`src/rtl/cache_traffic_gen_if.sv`:
```
// Valid/ready request channel plus single-beat response between the traffic
// generator (master) and the cache under test (slave).
interface cache_traffic_gen_if #(
  parameter int ADDR_W = 64,
  parameter int DATA_W = 64
);
  logic              req_valid;
  logic              req_ready;
  logic              req_write;
  logic [ADDR_W-1:0] req_addr;
  logic [DATA_W-1:0] req_wdata;
  logic              resp_valid;
  logic [DATA_W-1:0] resp_data;

  modport master (
    output req_valid, req_write, req_addr, req_wdata,
    input  req_ready, resp_valid, resp_data
  );

  modport slave (
    input  req_valid, req_write, req_addr, req_wdata,
    output req_ready, resp_valid, resp_data
  );
endinterface

```
`src/rtl/cache_traffic_gen.sv`:
```
// Address-sweep request sequencer and read-data checker standing in for the CPU
// above one cache level; one request outstanding, status held until next start.
//
// state | meaning
// IDLE  | waiting for start
// ISSUE | req_valid high, waiting for req_ready
// WAIT  | request accepted, waiting for resp_valid or timeout
// FIN   | done pulse cycle, then back to IDLE
module cache_traffic_gen #(
  parameter int                ADDR_W    = 64,
  parameter int                DATA_W    = 64,
  parameter int                CNT_W     = 16,
  parameter logic [DATA_W-1:0] DATA_SEED = DATA_W'(8),
  parameter int                MAX_WAIT  = 64
) (
  input  logic                clk,
  input  logic                rst_n,
  input  logic                i_start,
  input  logic [1:0]          i_mode,
  input  logic [ADDR_W-1:0]   i_base_addr,
  input  logic [ADDR_W-1:0]   i_stride,
  input  logic [CNT_W-1:0]    i_count,
  cache_traffic_gen_if.master bus,
  output logic                o_busy,
  output logic                o_done,
  output logic                o_pass,
  output logic [15:0]         o_err_count,
  output logic [ADDR_W-1:0]   o_first_err_addr,
  output logic                o_timeout
);
  localparam int WAIT_W = $clog2(MAX_WAIT + 1);
  localparam logic [1:0] MODE_WR  = 2'd0;
  localparam logic [1:0] MODE_RD  = 2'd1;
  localparam logic [1:0] MODE_SEQ = 2'd2;
  localparam logic [1:0] MODE_ILV = 2'd3;

  typedef enum logic [1:0] {S_IDLE, S_ISSUE, S_WAIT, S_FIN} state_t;
  state_t r_state, w_state_nxt;

  logic [1:0]        r_mode;
  logic [ADDR_W-1:0] r_base, r_stride, r_addr;
  logic [CNT_W-1:0]  r_count, r_idx;
  logic              r_phase;
  logic [WAIT_W-1:0] r_wait;
  logic              r_req_valid, r_req_write;
  logic [DATA_W-1:0] r_req_wdata;
  logic              r_busy, r_done, r_pass, r_timeout;
  logic [15:0]       r_err_count;
  logic [ADDR_W-1:0] r_first_err_addr;

  logic              w_launch, w_hs, w_resp, w_tmo;
  logic              w_last, w_idx_last, w_nxt_phase, w_nxt_write, w_mismatch;
  logic [CNT_W-1:0]  w_nxt_idx;
  logic [ADDR_W-1:0] w_nxt_addr;

  assign w_idx_last = (r_idx == r_count - CNT_W'(1));
  // r_req_wdata always holds DATA_SEED + index, so it doubles as the read expectation.
  assign w_mismatch = !r_req_write && (bus.resp_data != r_req_wdata);

  always_ff @(posedge clk or negedge rst_n) begin
    if (!rst_n) r_state <= S_IDLE;
    else        r_state <= w_state_nxt;
  end

  always_comb begin
    w_state_nxt = r_state;
    w_launch    = 1'b0;
    w_hs        = 1'b0;
    w_resp      = 1'b0;
    w_tmo       = 1'b0;
    case (r_state)
      S_IDLE:
        if (i_start) begin
          w_launch    = 1'b1;
          w_state_nxt = (i_count == '0) ? S_FIN : S_ISSUE;
        end
      S_ISSUE:
        if (r_req_valid && bus.req_ready) begin
          w_hs        = 1'b1;
          w_state_nxt = S_WAIT;
        end
      S_WAIT:
        if (bus.resp_valid) begin
          w_resp      = 1'b1;
          w_state_nxt = w_last ? S_FIN : S_ISSUE;
        end else if (r_wait == '0) begin
          w_tmo       = 1'b1;
          w_state_nxt = S_FIN;
        end
      S_FIN:   w_state_nxt = S_IDLE;
      default: w_state_nxt = S_IDLE;
    endcase
  end

  always_comb begin
    w_nxt_idx   = r_idx + CNT_W'(1);
    w_nxt_addr  = r_addr + r_stride;
    w_nxt_phase = r_phase;
    w_last      = 1'b0;
    case (r_mode)
      MODE_SEQ:
        if (w_idx_last) begin
          if (!r_phase) begin
            w_nxt_idx   = '0;
            w_nxt_addr  = r_base;
            w_nxt_phase = 1'b1;
          end else begin
            w_last = 1'b1;
          end
        end
      MODE_ILV:
        if (!r_phase) begin
          w_nxt_idx   = r_idx;
          w_nxt_addr  = r_addr;
          w_nxt_phase = 1'b1;
        end else begin
          w_nxt_phase = 1'b0;
          w_last      = w_idx_last;
        end
      default: w_last = w_idx_last;
    endcase
    case (r_mode)
      MODE_WR: w_nxt_write = 1'b1;
      MODE_RD: w_nxt_write = 1'b0;
      default: w_nxt_write = !w_nxt_phase;
    endcase
  end

  always_ff @(posedge clk or negedge rst_n) begin
    if (!rst_n) begin
      r_mode           <= MODE_WR;
      r_base           <= '0;
      r_stride         <= '0;
      r_addr           <= '0;
      r_count          <= '0;
      r_idx            <= '0;
      r_phase          <= 1'b0;
      r_wait           <= '0;
      r_req_valid      <= 1'b0;
      r_req_write      <= 1'b0;
      r_req_wdata      <= '0;
      r_busy           <= 1'b0;
      r_done           <= 1'b0;
      r_pass           <= 1'b0;
      r_timeout        <= 1'b0;
      r_err_count      <= '0;
      r_first_err_addr <= '0;
    end else begin
      r_done <= 1'b0;
      if (w_launch) begin
        r_mode           <= i_mode;
        r_base           <= i_base_addr;
        r_stride         <= i_stride;
        r_count          <= i_count;
        r_idx            <= '0;
        r_phase          <= 1'b0;
        r_addr           <= i_base_addr;
        r_req_write      <= (i_mode != MODE_RD);
        r_req_wdata      <= DATA_SEED;
        r_err_count      <= '0;
        r_first_err_addr <= '0;
        r_timeout        <= 1'b0;
        if (i_count == '0) begin
          r_done <= 1'b1;
          r_pass <= 1'b1;
          r_busy <= 1'b0;
        end else begin
          r_req_valid <= 1'b1;
          r_busy      <= 1'b1;
          r_pass      <= 1'b0;
        end
      end
      if (w_hs) begin
        r_req_valid <= 1'b0;
        r_wait      <= WAIT_W'(MAX_WAIT - 1);
      end else if (r_state == S_WAIT && r_wait != '0) begin
        r_wait <= r_wait - WAIT_W'(1);
      end
      if (w_resp) begin
        if (w_mismatch) begin
          if (r_err_count != 16'hFFFF) r_err_count <= r_err_count + 16'd1;
          if (r_err_count == '0)       r_first_err_addr <= r_addr;
        end
        if (w_last) begin
          r_done <= 1'b1;
          r_busy <= 1'b0;
          r_pass <= (r_err_count == '0) && !w_mismatch;
        end else begin
          r_idx       <= w_nxt_idx;
          r_addr      <= w_nxt_addr;
          r_phase     <= w_nxt_phase;
          r_req_write <= w_nxt_write;
          r_req_wdata <= DATA_SEED + DATA_W'(w_nxt_idx);
          r_req_valid <= 1'b1;
        end
      end
      if (w_tmo) begin
        r_timeout <= 1'b1;
        if (r_err_count == '0) r_first_err_addr <= r_addr;
        r_done <= 1'b1;
        r_busy <= 1'b0;
        r_pass <= 1'b0;
      end
    end
  end

  assign bus.req_valid     = r_req_valid;
  assign bus.req_write     = r_req_write;
  assign bus.req_addr      = r_addr;
  assign bus.req_wdata     = r_req_wdata;
  assign o_busy            = r_busy;
  assign o_done            = r_done;
  assign o_pass            = r_pass;
  assign o_err_count       = r_err_count;
  assign o_first_err_addr  = r_first_err_addr;
  assign o_timeout         = r_timeout;
endmodule

```
`src/flat_wrapper.sv`:
```
// flat-port wrapper written by rule: the top's interface ports become plain ports
module cache_traffic_gen_flat 
#(
  parameter int                ADDR_W    = 64,
  parameter int                DATA_W    = 64,
  parameter int                CNT_W     = 16,
  parameter logic [DATA_W-1:0] DATA_SEED = DATA_W'(8),
  parameter int                MAX_WAIT  = 64
)
  (clk, rst_n, i_start, i_mode, i_base_addr, i_stride, i_count, o_busy, o_done, o_pass, o_err_count, o_first_err_addr, o_timeout, bus_req_valid, bus_req_write, bus_req_addr, bus_req_wdata, bus_req_ready, bus_resp_valid, bus_resp_data);
  cache_traffic_gen_if #(.ADDR_W(ADDR_W), .DATA_W(DATA_W)) bus_i ();
  input  logic clk;
  input  logic rst_n;
  input  logic i_start;
  input  logic [1:0] i_mode;
  input  logic [ADDR_W-1:0] i_base_addr;
  input  logic [ADDR_W-1:0] i_stride;
  input  logic [CNT_W-1:0] i_count;
  output logic o_busy;
  output logic o_done;
  output logic o_pass;
  output logic [15:0] o_err_count;
  output logic [ADDR_W-1:0] o_first_err_addr;
  output logic o_timeout;
  output wire logic [$bits(bus_i.req_valid)-1:0] bus_req_valid;
  output wire logic [$bits(bus_i.req_write)-1:0] bus_req_write;
  output wire logic [$bits(bus_i.req_addr)-1:0] bus_req_addr;
  output wire logic [$bits(bus_i.req_wdata)-1:0] bus_req_wdata;
  input wire logic [$bits(bus_i.req_ready)-1:0] bus_req_ready;
  input wire logic [$bits(bus_i.resp_valid)-1:0] bus_resp_valid;
  input wire logic [$bits(bus_i.resp_data)-1:0] bus_resp_data;
  assign bus_req_valid = bus_i.req_valid;
  assign bus_req_write = bus_i.req_write;
  assign bus_req_addr = bus_i.req_addr;
  assign bus_req_wdata = bus_i.req_wdata;
  assign bus_i.req_ready = bus_req_ready;
  assign bus_i.resp_valid = bus_resp_valid;
  assign bus_i.resp_data = bus_resp_data;
  cache_traffic_gen #(.ADDR_W(ADDR_W), .DATA_W(DATA_W), .CNT_W(CNT_W), .DATA_SEED(DATA_SEED), .MAX_WAIT(MAX_WAIT)) u_core (.clk(clk), .rst_n(rst_n), .i_start(i_start), .i_mode(i_mode), .i_base_addr(i_base_addr), .i_stride(i_stride), .i_count(i_count), .bus(bus_i), .o_busy(o_busy), .o_done(o_done), .o_pass(o_pass), .o_err_count(o_err_count), .o_first_err_addr(o_first_err_addr), .o_timeout(o_timeout));
endmodule
```
`config.mk`:
```
export PLATFORM = sky130hd
export DESIGN_NAME = cache_traffic_gen_flat
export DESIGN_NICKNAME = d
export VERILOG_FILES = /design/src/rtl/cache_traffic_gen_if.sv /design/src/rtl/cache_traffic_gen.sv /design/src/flat_wrapper.sv
export SDC_FILE = /design/constraint.sdc
export NUM_CORES = 1
export LEC_CHECK = 0
export BUFFER_PORTS_ARGS = -buffer_cell sky130_fd_sc_hd__buf_2
export CAP_MARGIN = 20
export CORE_ASPECT_RATIO = 0.6
export CORE_UTILIZATION = 31
export DETAILED_ROUTE_END_ITERATION = 8
export GPL_TIMING_DRIVEN = 0
export PLACE_DENSITY = 0.49
export SETUP_SLACK_MARGIN = 0.1
export SLEW_MARGIN = 20
export SYNTH_ARGS = -nofsm -noshare
export SYNTH_HDL_FRONTEND = slang
export SYNTH_SLANG_ARGS = --single-unit
```
`constraint.sdc`:
```
create_clock -name clk -period 4.95 [get_ports clk]
set_clock_uncertainty 0.05 [all_clocks]
set_input_delay 0.2475 -clock clk [delete_from_list [all_inputs] [get_ports clk]]
set_output_delay 0.2475 -clock clk [all_outputs]
set_load 0.05 [all_outputs]
```
======== Yosys cells after proc, flatten, opt, wreduce, memory -nomap -nowiden ========
Index checks and enable logic that the tools add are counted.
word-level totals
  input bits .............................. 215
  output and inout port bits .............. 214
  bits in registers ....................... 386
  logic and storage cells ................. 134
operators by class
  muxes and demuxes ....................... 80
  $add $sub $neg .......................... 6
  eq/ne operators ......................... 14
  reduce and logical (&&, ||, !) cells .... 16
operators with widths
  operator                                                               count
  64-bit 2-to-1 mux                                                      15
  16-bit 2-to-1 mux                                                      10
  64-bit one-hot mux with 2 select lines                                 1
  64-bit adder                                                           1
  64-bit != test                                                         1
  1-bit 2-to-1 mux                                                       41
  16-bit by 1-bit adder with 16-bit output (second input constant)       2
  16-bit zero test                                                       2
  16-bit one-hot mux with 2 select lines                                 1
  4-bit by 16-bit adder with 17-bit output (first input constant)        1
  16-bit == test                                                         1
  16-bit != test (second input constant)                                 1
  16-bit by 1-bit subtractor with 16-bit output (second input constant)  1
  7-bit 2-to-1 mux                                                       2
  2-bit 2-to-1 mux                                                       6
  2-bit == test (second input constant)                                  4
  2-bit one-hot mux with 4 select lines                                  1
  7-bit zero test                                                        1
  7-bit nonzero test                                                     1
  7-bit by 1-bit subtractor with 7-bit output (second input constant)    1
  1-bit one-hot mux with 2 select lines                                  3
  2-bit by 1-bit == test with 1-bit output (second input constant)       2
  1-bit logical AND                                                      4
  2-bit zero test                                                        2
  other kinds (7)                                                        11

======== Longest topological paths before layout ========
Gate-level depths: netlist (run 1).
  depth after elaboration ................. 8
  depth in mapped cells ................... 21
  depth with buffers taken out ............ 17

======== Least setup slack after synthesis (run 1) ========
OpenSTA, ideal clock, no wires.
  kind .................................... flip-flop to flip-flop
  from .................................... reg u_core.r_count[0]
  to ...................................... reg u_core.r_req_wdata[13], in the netlist u_core.bus.req_wdata[13]
  path buffers ............................ 4
  library setup time ...................... 133 ps
  required time ........................... 4767 ps
  slack ................................... 1282 ps
  stages on the path, launching flop included .. 21
  period minus slack after synthesis ...... 3668 ps
  arrival ................................. 3485 ps
  path through ............................ dfrtp_1 inv_1 ha_1 or4b_4 nor3_2 xnor2_1 nor4_2 and3_1 buf_6 and2_4 buf_4 buf_6 buf_4 nor2_1 ha_1 nand2_1 nor2_1 nand4_1 nor3_1 xor2_1 o21ai_0
between the ends
  cells in the longest elaborated chain, start to end .. 7
  elaborated cells between the ends (all ways) .. 10
  those cells by class .................... add/sub: 2; eq/ne: 1; mux: 7
ends and longest elaborated chain
  what                                             RTL line                  RTL
  start, declared                                  cache_traffic_gen.sv:42   logic [CNT_W-1:0] r_count, r_idx;
  start signal, assigned                           cache_traffic_gen.sv:154  r_count <= i_count;
  16-bit by 1-bit subtractor with 16-bit output *  cache_traffic_gen.sv:56   assign w_idx_last = (r_idx == r_count - CNT_W'(1));
  16-bit == test *                                 cache_traffic_gen.sv:56
  16-bit 2-to-1 mux                                cache_traffic_gen.sv:102  if (w_idx_last) begin
  16-bit one-hot mux with 2 select lines           cache_traffic_gen.sv:100  case (r_mode)
  4-bit by 16-bit adder with 17-bit output         cache_traffic_gen.sv:193  r_req_wdata <= DATA_SEED + DATA_W'(w_nxt_idx);
  64-bit 2-to-1 mux *                              cache_traffic_gen.sv:184  if (w_last) begin
  64-bit 2-to-1 mux *                              cache_traffic_gen.sv:179  if (w_resp) begin
  end signal, assigned                             cache_traffic_gen.sv:193
  end, declared                                    cache_traffic_gen.sv:46   logic [DATA_W-1:0] r_req_wdata;
Mark *: on every way between the ends. The rest lies on a longest branch, timed or not.
A chain may end at the register's enable or synchronous reset.

======== Final worst setup path (run 1) ========
  from .................................... reg u_core.r_count[0]
  to ...................................... reg u_core.r_req_wdata[11], in the netlist u_core.bus.req_wdata[11]
The elaborated chain is that of the path after synthesis.

==> run metrics, run 1 <==
DRC violation count after routing=0; TritonCTS clock tree=done; run status=completed; last weighted congestion value of the routability-driven placer=0.932; Final Hold Fails=0; number of unique standard cell types used by synthesis=78; H-tree depth=2; top sig layer=met4; Max VDD drop=0.323 mV; clk slew on worst S/H paths=0.06 ns; synthesized netlist cell count=2422; number of enable-type register cells in the synthesized netlist=0; setup fix buffers added after clock tree synthesis=0; final core occ=41.0%; share of the clock period used by the worst path=92.1%; die span in y=203 microns; clock network power share=18.9%; WL met2=35.5 mm; critical-path maximum fanout=10; number of antenna violations at the first check in global routing=6; first-pass GRT wire length=129 mm; class of the tightest hold or removal check=in -> async; Die Span X=337 microns; Tmin final=4.56 ns; fillcell total=6806; Max Slew Vio Count=0; wire length on met1=44.2 mm; Port Buffer Count=428; CP arrival=4.94 ns; Num Clock Sinks=386; crit path launch type=register; die footprint=0.0686 sq mm; switching power total=8.77 mW; share of flip-flops with an asynchronous set or reset after synthesis=100%; routed wl met3=6.25 mm; commonest cells after routing, fill and taps aside=sky130_fd_sc_hd__nand2_1 (700), sky130_fd_sc_hd__buf_2 (449), sky130_fd_sc_hd__dfrtp_1 (386), sky130_fd_sc_hd__dlygate4sd3_1 (149); internal power consumption=9.09 mW; number of nets in the final layout=3334; proportion of layout cells with a drive suffix above 1=18.1%; hpwl dp=66.4 mm; kind of critical path=reg -> reg; clock insertion delay at the later pin of the skew report=0.60 ns; routed via count divided by cell count=5.18; total global routing track utilization=25.0%; number of warning messages in the yosys log=0; Rel. slew slack=23.7%; Req. time, crit path=5.33 ns; fraction of the yosys area taken by sequential cells=46.2%; register share of total power=28.7%; total iterations of the first detailed-routing run=6; power share of the combinational group=52.4%; share of the synthesized area in the top cell type=46.2%; area inside the core boundary=0.0665 sq mm; final routed wire length divided by cell count=21.9 microns; most instantiated flip-flop cell in the synthesis netlist=sky130_fd_sc_hd__dfrtp_1; Post-Syn Area per Cell=8.64 sq um; area used by multi-input combinational logic=0.0106 sq mm; cell type contributing the most total cell area after synthesis=sky130_fd_sc_hd__dfrtp_1; total of max-cap violations=0; areal power density over the cells=655 mW/mm^2; count of final setup violators=0; area added between synthesis and finish=30.3%; CTS Buffer Depth=3; synthesized netlist net count=2708; cell types occupying the most area after synthesis=sky130_fd_sc_hd__dfrtp_1 (46%), sky130_fd_sc_hd__nand2_1 (13%), sky130_fd_sc_hd__xor2_1 (4.6%); number of buffers inserted during clock tree synthesis=43; I/O pin total=429; most common library cell in the layout ignoring fill and taps=sky130_fd_sc_hd__nand2_1; tightest hold margin=0.125 ns; via count of the first global-routing pass=20.1k; placement row count=73; Cell Area, Synth=0.0209 sq mm; highest clock rate=0.219 GHz; count of vias placed by the detailed router=20.6k; RSZ-0062 raised after global routing=false; post-detailed-route count of antenna-violating nets=0; Final Total Pwr=17.9 mW; area occupied by registers=0.00966 sq mm; wirelength, routed=87.2 mm; endpoint class of the critical path=register; first-iteration detailed-routing DRC count=1853; initial standard-cell utilization of the core=31.5%; residual overflow from global routing=0; maximum number of pins on one net before global-route repair=94; Clock Root Buffer=sky130_fd_sc_hd__clkbuf_16; synthesized flop and latch total=386; measured slew at the worst slew-check pin=1.14 ns; Sw Share=49.1%; LEAKAGE=14.0 nW
[state kept, by name, indices dropped and copies added, names as in the netlist]
signal	cells
u_core.o_timeout	1
u_core.r_count	16
u_core.o_done	1
u_core.r_state	2
u_core.r_base	64
u_core.bus.req_write	1
u_core.r_wait	7
u_core.bus.req_wdata	64
u_core.o_busy	1
u_core.r_idx	16
u_core.o_pass	1
u_core.r_phase	1
u_core.bus.req_addr	64
u_core.o_first_err_addr	64
u_core.o_err_count	16
u_core.r_stride	64
u_core.r_mode	2
u_core.bus.req_valid	1
[worst max-delay path, cell delays in order (launching register included)]
cell	delay [ns]
sky130_fd_sc_hd__dfrtp_1	0.42
sky130_fd_sc_hd__inv_1	0.09
sky130_fd_sc_hd__ha_1	0.23
sky130_fd_sc_hd__nor4b_2	0.37
sky130_fd_sc_hd__nand3b_1	0.15
sky130_fd_sc_hd__xnor2_1	0.16
sky130_fd_sc_hd__nand4_1	0.17
sky130_fd_sc_hd__nor4_2	0.40
sky130_fd_sc_hd__and3_1	0.26
sky130_fd_sc_hd__buf_6	0.15
sky130_fd_sc_hd__and2_4	0.20
sky130_fd_sc_hd__buf_4	0.22
sky130_fd_sc_hd__buf_6	0.18
sky130_fd_sc_hd__buf_4	0.27
sky130_fd_sc_hd__nor2_1	0.11
sky130_fd_sc_hd__ha_1	0.24
sky130_fd_sc_hd__nand2_1	0.13
sky130_fd_sc_hd__nor2_1	0.08
sky130_fd_sc_hd__nand4_1	0.18
sky130_fd_sc_hd__nor2_1	0.10
sky130_fd_sc_hd__xnor2_1	0.16
sky130_fd_sc_hd__o21ai_0	0.10
[power groups by stage]
stage	Combinational (mW)	Clock [mW]	Sequential, mW
final	9.35	3.38	5.12
after global routing	10.2	3.57	5.23
after CTS	9.24	3.45	5.11
after detailed placement	9.10	0	5.15
after global placement	8.98	0	5.12
after floorplan	5.38	0	5.91
[metal layers]
| layer | track usage (%) | up-vias |
|---|---|---|
| li1 | - | 9583 |
| met1 | 39.1 | 10300 |
| met2 | 35.1 | 661 |
| met3 | 5.33 | 77 |
| met4 | 4.57 | 0 |
| met5 | 0 | - |
[what timing repair did]
| item | CTS | global route |
|---|---|---|
| gates resized for setup | 0 | 1 |
| endpoints found under the hold margin | 249 | 0 |
| hold buffers | 149 | 0 |
| setup endpoints to repair | 0 | 5 |
[cells by family after synthesis]
| family | count (synthesis) | share of synthesized area (%) |
|---|---|---|
| simple gates | 1169 | 24.7 |
| compound gates | 443 | 13.5 |
| flops | 386 | 46.2 |
| xor+xnor | 183 | 7.66 |
| buf+inv | 161 | 3.20 |
| fa+ha+maj | 71 | 4.28 |
| mux | 9 | 0.431 |
[final timing paths]
| path | to | cells past startpoint | slack, ns | start |
|---|---|---|---|---|
| worst min-delay path | u_core.r_count[13]$_DFFE_PN0P_ | 2 | 0.12 | rst_n |
| min in group clk | u_core.r_base[41]$_DFFE_PN0P_ | 3 | 0.20 | i_start |
| worst min register to register | u_core.bus.req_addr[28]$_DFFE_PN0P_ | 2 | 0.41 | u_core.r_base[28]$_DFFE_PN0P_ |
| max in group asynchronous | u_core.o_first_err_addr[40]$_DFF_PN0_ | 4 | 3.42 | rst_n |
| worst max-delay path | u_core.bus.req_wdata[11]$_DFF_PN0_ | 21 | 0.39 | u_core.r_count[0]$_DFFE_PN0P_ |
| worst max register to register | u_core.bus.req_wdata[11]$_DFF_PN0_ | 21 | 0.39 | u_core.r_count[0]$_DFFE_PN0P_ |
[cells in the mapped netlist (5+ instances only)]
cell type	instances
sky130_fd_sc_hd__o21bai_1	11
sky130_fd_sc_hd__nor4_1	33
sky130_fd_sc_hd__dfrtp_1	386
sky130_fd_sc_hd__nand3b_1	6
sky130_fd_sc_hd__xnor2_1	73
sky130_fd_sc_hd__buf_1	23
sky130_fd_sc_hd__o21a_1	11
sky130_fd_sc_hd__o211ai_1	28
sky130_fd_sc_hd__mux2i_1	9
sky130_fd_sc_hd__a221oi_1	13
sky130_fd_sc_hd__or3_1	6
sky130_fd_sc_hd__nand3_1	109
sky130_fd_sc_hd__nand2b_1	6
sky130_fd_sc_hd__nand4_1	36
sky130_fd_sc_hd__o21ai_1	5
sky130_fd_sc_hd__a21oi_1	125
sky130_fd_sc_hd__a22oi_1	9
sky130_fd_sc_hd__nor2b_1	11
sky130_fd_sc_hd__a211oi_1	6
sky130_fd_sc_hd__buf_4	6
sky130_fd_sc_hd__clkbuf_1	82
sky130_fd_sc_hd__a31oi_1	18
sky130_fd_sc_hd__ha_1	70
sky130_fd_sc_hd__o22a_1	12
sky130_fd_sc_hd__o31ai_1	12
sky130_fd_sc_hd__xor2_1	110
sky130_fd_sc_hd__buf_2	22
sky130_fd_sc_hd__a21o_1	54
sky130_fd_sc_hd__nor3_1	24
sky130_fd_sc_hd__nor2_1	126
sky130_fd_sc_hd__inv_1	26
sky130_fd_sc_hd__nand2_1	700
sky130_fd_sc_hd__and3_1	76
sky130_fd_sc_hd__o21ai_0	96
[per-stage QoR]
stage | setup WS (ns) | cell area, sq um | setup TNS [ns] | instances
2_1_floorplan | 1.28 | 20900 | 0 | 2422
3_3_place_gp | -4.47 | 24200 | -1698.13 | 3750
3_5_place_dp | 0.254 | 24300 | 0 | 3754
4_1_cts | 0.227 | 27300 | 0 | 3980
5_1_grt | 0.170 | 27300 | 0 | 3980
6_report | 0.389 | 27300 | 0 | 3982
[layout make-up]
cell class | instances | share of cell area (%)
plain buffers | 135 | 2.12
clock buffers | 58 | 4.41
diodes | 2 | 0.0184
inverters | 26 | 0.358
clock inverters | 19 | 0.849
flip-flops and latches | 386 | 35.4
repair buffers | 581 | 13.8
multi-input cells | 1875 | 38.9
well taps | 900 | 4.13
Power figures use the tool's default switching activity.
==> run 2, diff against run 1 <==
--- a/config.mk
+++ b/config.mk
@@ -8,10 +8,10 @@
 export BUFFER_PORTS_ARGS = -buffer_cell sky130_fd_sc_hd__buf_2
 export CAP_MARGIN = 20
 export CORE_ASPECT_RATIO = 0.6
-export CORE_UTILIZATION = 31
+export CORE_UTILIZATION = 25
 export DETAILED_ROUTE_END_ITERATION = 8
 export GPL_TIMING_DRIVEN = 0
-export PLACE_DENSITY = 0.49
+export PLACE_DENSITY = 0.42
 export SETUP_SLACK_MARGIN = 0.1
 export SLEW_MARGIN = 20
 export SYNTH_ARGS = -nofsm -noshare
==> run 2 against run 1 <==
  * Clock power increased by 2%
  * Clock-buffer cell count decreased by 4
  * Highest routed layer unchanged
  * Final area increased by 1.2%
  * Critical endpoint is now u_core.bus.req_addr[60]$_DFFE_PN0P_
  * Critical path type unchanged
  * Sequential share of layout area decreased by 0.41 points
  * Global-route usage decreased by 4.3 points
==> run metrics, run 2 (same netlist as run 1, synthesis figures left out) <==
cell seen most often among critical-path stages=sky130_fd_sc_hd__nand2_1; CP arrival=5.08 ns; count of final setup violators=0; final routed wire length divided by cell count=21.3 microns; die footprint=0.0849 sq mm; clock insertion delay at the later pin of the skew report=0.60 ns; count of vias placed by the detailed router=20.4k; post-detailed-route count of antenna-violating nets=0; WL met2=36.6 mm; run status=completed; last weighted congestion value of the routability-driven placer=0.905; most common library cell in the layout ignoring fill and taps=sky130_fd_sc_hd__nand2_1; routed via count divided by cell count=4.85; Clock Root Buffer=sky130_fd_sc_hd__clkbuf_16; initial standard-cell utilization of the core=25.5%; Final Hold Fails=0; critical-path maximum fanout=7; number of antenna violations at the first check in global routing=2; Crit path max-delay family=simple AND/OR/NAND/NOR gates; Tmin final=4.60 ns; Max VDD drop=0.459 mV; antenna fix cells=0; highest clock rate=0.217 GHz; register share of total power=28.5%; measured slew at the worst slew-check pin=1.22 ns; critical path's largest stage delay=0.82 ns; switching power total=8.81 mW; kind of critical path=reg -> reg; power share of the combinational group=52.3%; Num Clock Sinks=386; tightest hold margin=0.0950 ns; clk slew on worst S/H paths=0.07 ns; proportion of layout cells with a drive suffix above 1=18.3%; cell breakdown of the critical path=ha_1, clkbuf_1, nand4_1, nor3_1, nand2_1, nor3_1, o41ai_2, and3_1, o22ai_1, xor2_1, nand2_1, a32o_1, nand2_1; clock network power share=19.2%; commonest cells after routing, fill and taps aside=sky130_fd_sc_hd__nand2_1 (700), sky130_fd_sc_hd__buf_2 (450), sky130_fd_sc_hd__dfrtp_1 (386), sky130_fd_sc_hd__dlygate4sd3_1 (149); area inside the core boundary=0.0822 sq mm; Crit. Startpoint=u_core.bus.req_addr[28]$_DFFE_PN0P_; Sw Share=49.1%; area added between synthesis and finish=31.9%; Max Slew Vio Count=0; total global routing track utilization=20.7%; critical register-to-register path startpoint=u_core.bus.req_addr[28]$_DFFE_PN0P_; final core occ=33.6%; Worst R2R Path Depth=13; top sig layer=met4; class of the tightest hold or removal check=in -> async; Worst R2R Setup Slack=0.35 ns; Rel. slew slack=18.8%; total of max-cap violations=0; hpwl dp=69.4 mm; share of the clock period used by the worst path=92.9%; H-tree depth=2; die span in y=226 microns; RSZ-0062 raised after global routing=false; via count of the first global-routing pass=20.1k; first-pass GRT wire length=131 mm; LEAKAGE=14.1 nW; endpoint class of the critical path=register; number of stages on the worst setup path=13; areal power density over the cells=651 mW/mm^2; TritonCTS clock tree=done; CTS Buffer Depth=3; I/O pin total=429; Final Total Pwr=18.0 mW; buffering stage count on the worst path with inverters included=1; wirelength, routed=89.5 mm; worst-path cell with the longest stage delay=sky130_fd_sc_hd__nor3_1; RR Endpoint=u_core.bus.req_addr[60]$_DFFE_PN0P_; placement row count=81; DRC violation count after routing=0; Req. time, crit path=5.43 ns; Non-Filler Instances=4199; Die Span X=375 microns; first-iteration detailed-routing DRC count=1494; maximum number of pins on one net before global-route repair=95; number of placed instances, taps included=3974; Port Buffer Count=428; residual overflow from global routing=0; number of nets in the final layout=3334; number of buffers inserted during clock tree synthesis=43; wire length on met1=46.9 mm; crit path launch type=register; total iterations of the first detailed-routing run=5; routed wl met3=4.41 mm; internal power consumption=9.15 mW
[run 2: metal layers]
layer	vias up	track usage [%]
met2	567	29.6
li1	9584	-
met3	83	3.02
met5	-	0
met1	10100	32.3
met4	0	4.46
[run 2: worst max-delay path by stage]
stage	end	slack [ns]
after global placement	u_core.o_first_err_addr[21]$_DFF_PN0_	-4.58
after global routing	u_core.bus.req_wdata[11]$_DFF_PN0_	0.12
after CTS	u_core.bus.req_wdata[11]$_DFF_PN0_	0.20
final	u_core.bus.req_addr[60]$_DFFE_PN0P_	0.35
after floorplan	u_core.bus.req_wdata[13]$_DFF_PN0_	1.28
after detailed placement	u_core.bus.req_wdata[11]$_DFF_PN0_	0.27
[run 2: per-stage QoR]
step	setup WS, ns	area (sq um)	TNS [ns]
after global placement	-4.58	24500	-1728.33
after detailed placement	0.269	24600	0
after global routing	0.118	27600	0
after CTS	0.198	27600	0
after floorplan	1.28	20900	0
final	0.351	27600	0
[run 2: repair_timing]
action                                  in CTS  in global routing
endpoints found under the setup margin       0                 10
buffers inserted                             0                  0
hold buffers                               149                  0
gates resized for setup                      0                  5
endpoints found under the hold margin      394                  0
[run 2: area by class of cell]
cell class / instances / area, sq um
Fill cell: 8671 / 54600
Multi-Input combinational cell: 1875 / 10600
Sequential cell: 386 / 9660
Timing Repair Buffer: 581 / 3750
Tap cell: 1120 / 1400
Clock buffer: 54 / 1200
Buffer: 135 / 583
Clock inverter: 22 / 253
Inverter: 26 / 97.6
[run 2: power groups by stage]
stage | combinational, mW | sequential [mW] | clock, mW
6_report | 9.39 | 5.13 | 3.44
3_3_place_gp | 9.09 | 5.14 | 0
5_1_grt | 10.3 | 5.25 | 3.65
4_1_cts | 9.32 | 5.11 | 3.54
2_1_floorplan | 5.38 | 5.91 | 0
3_5_place_dp | 9.17 | 5.16 | 0
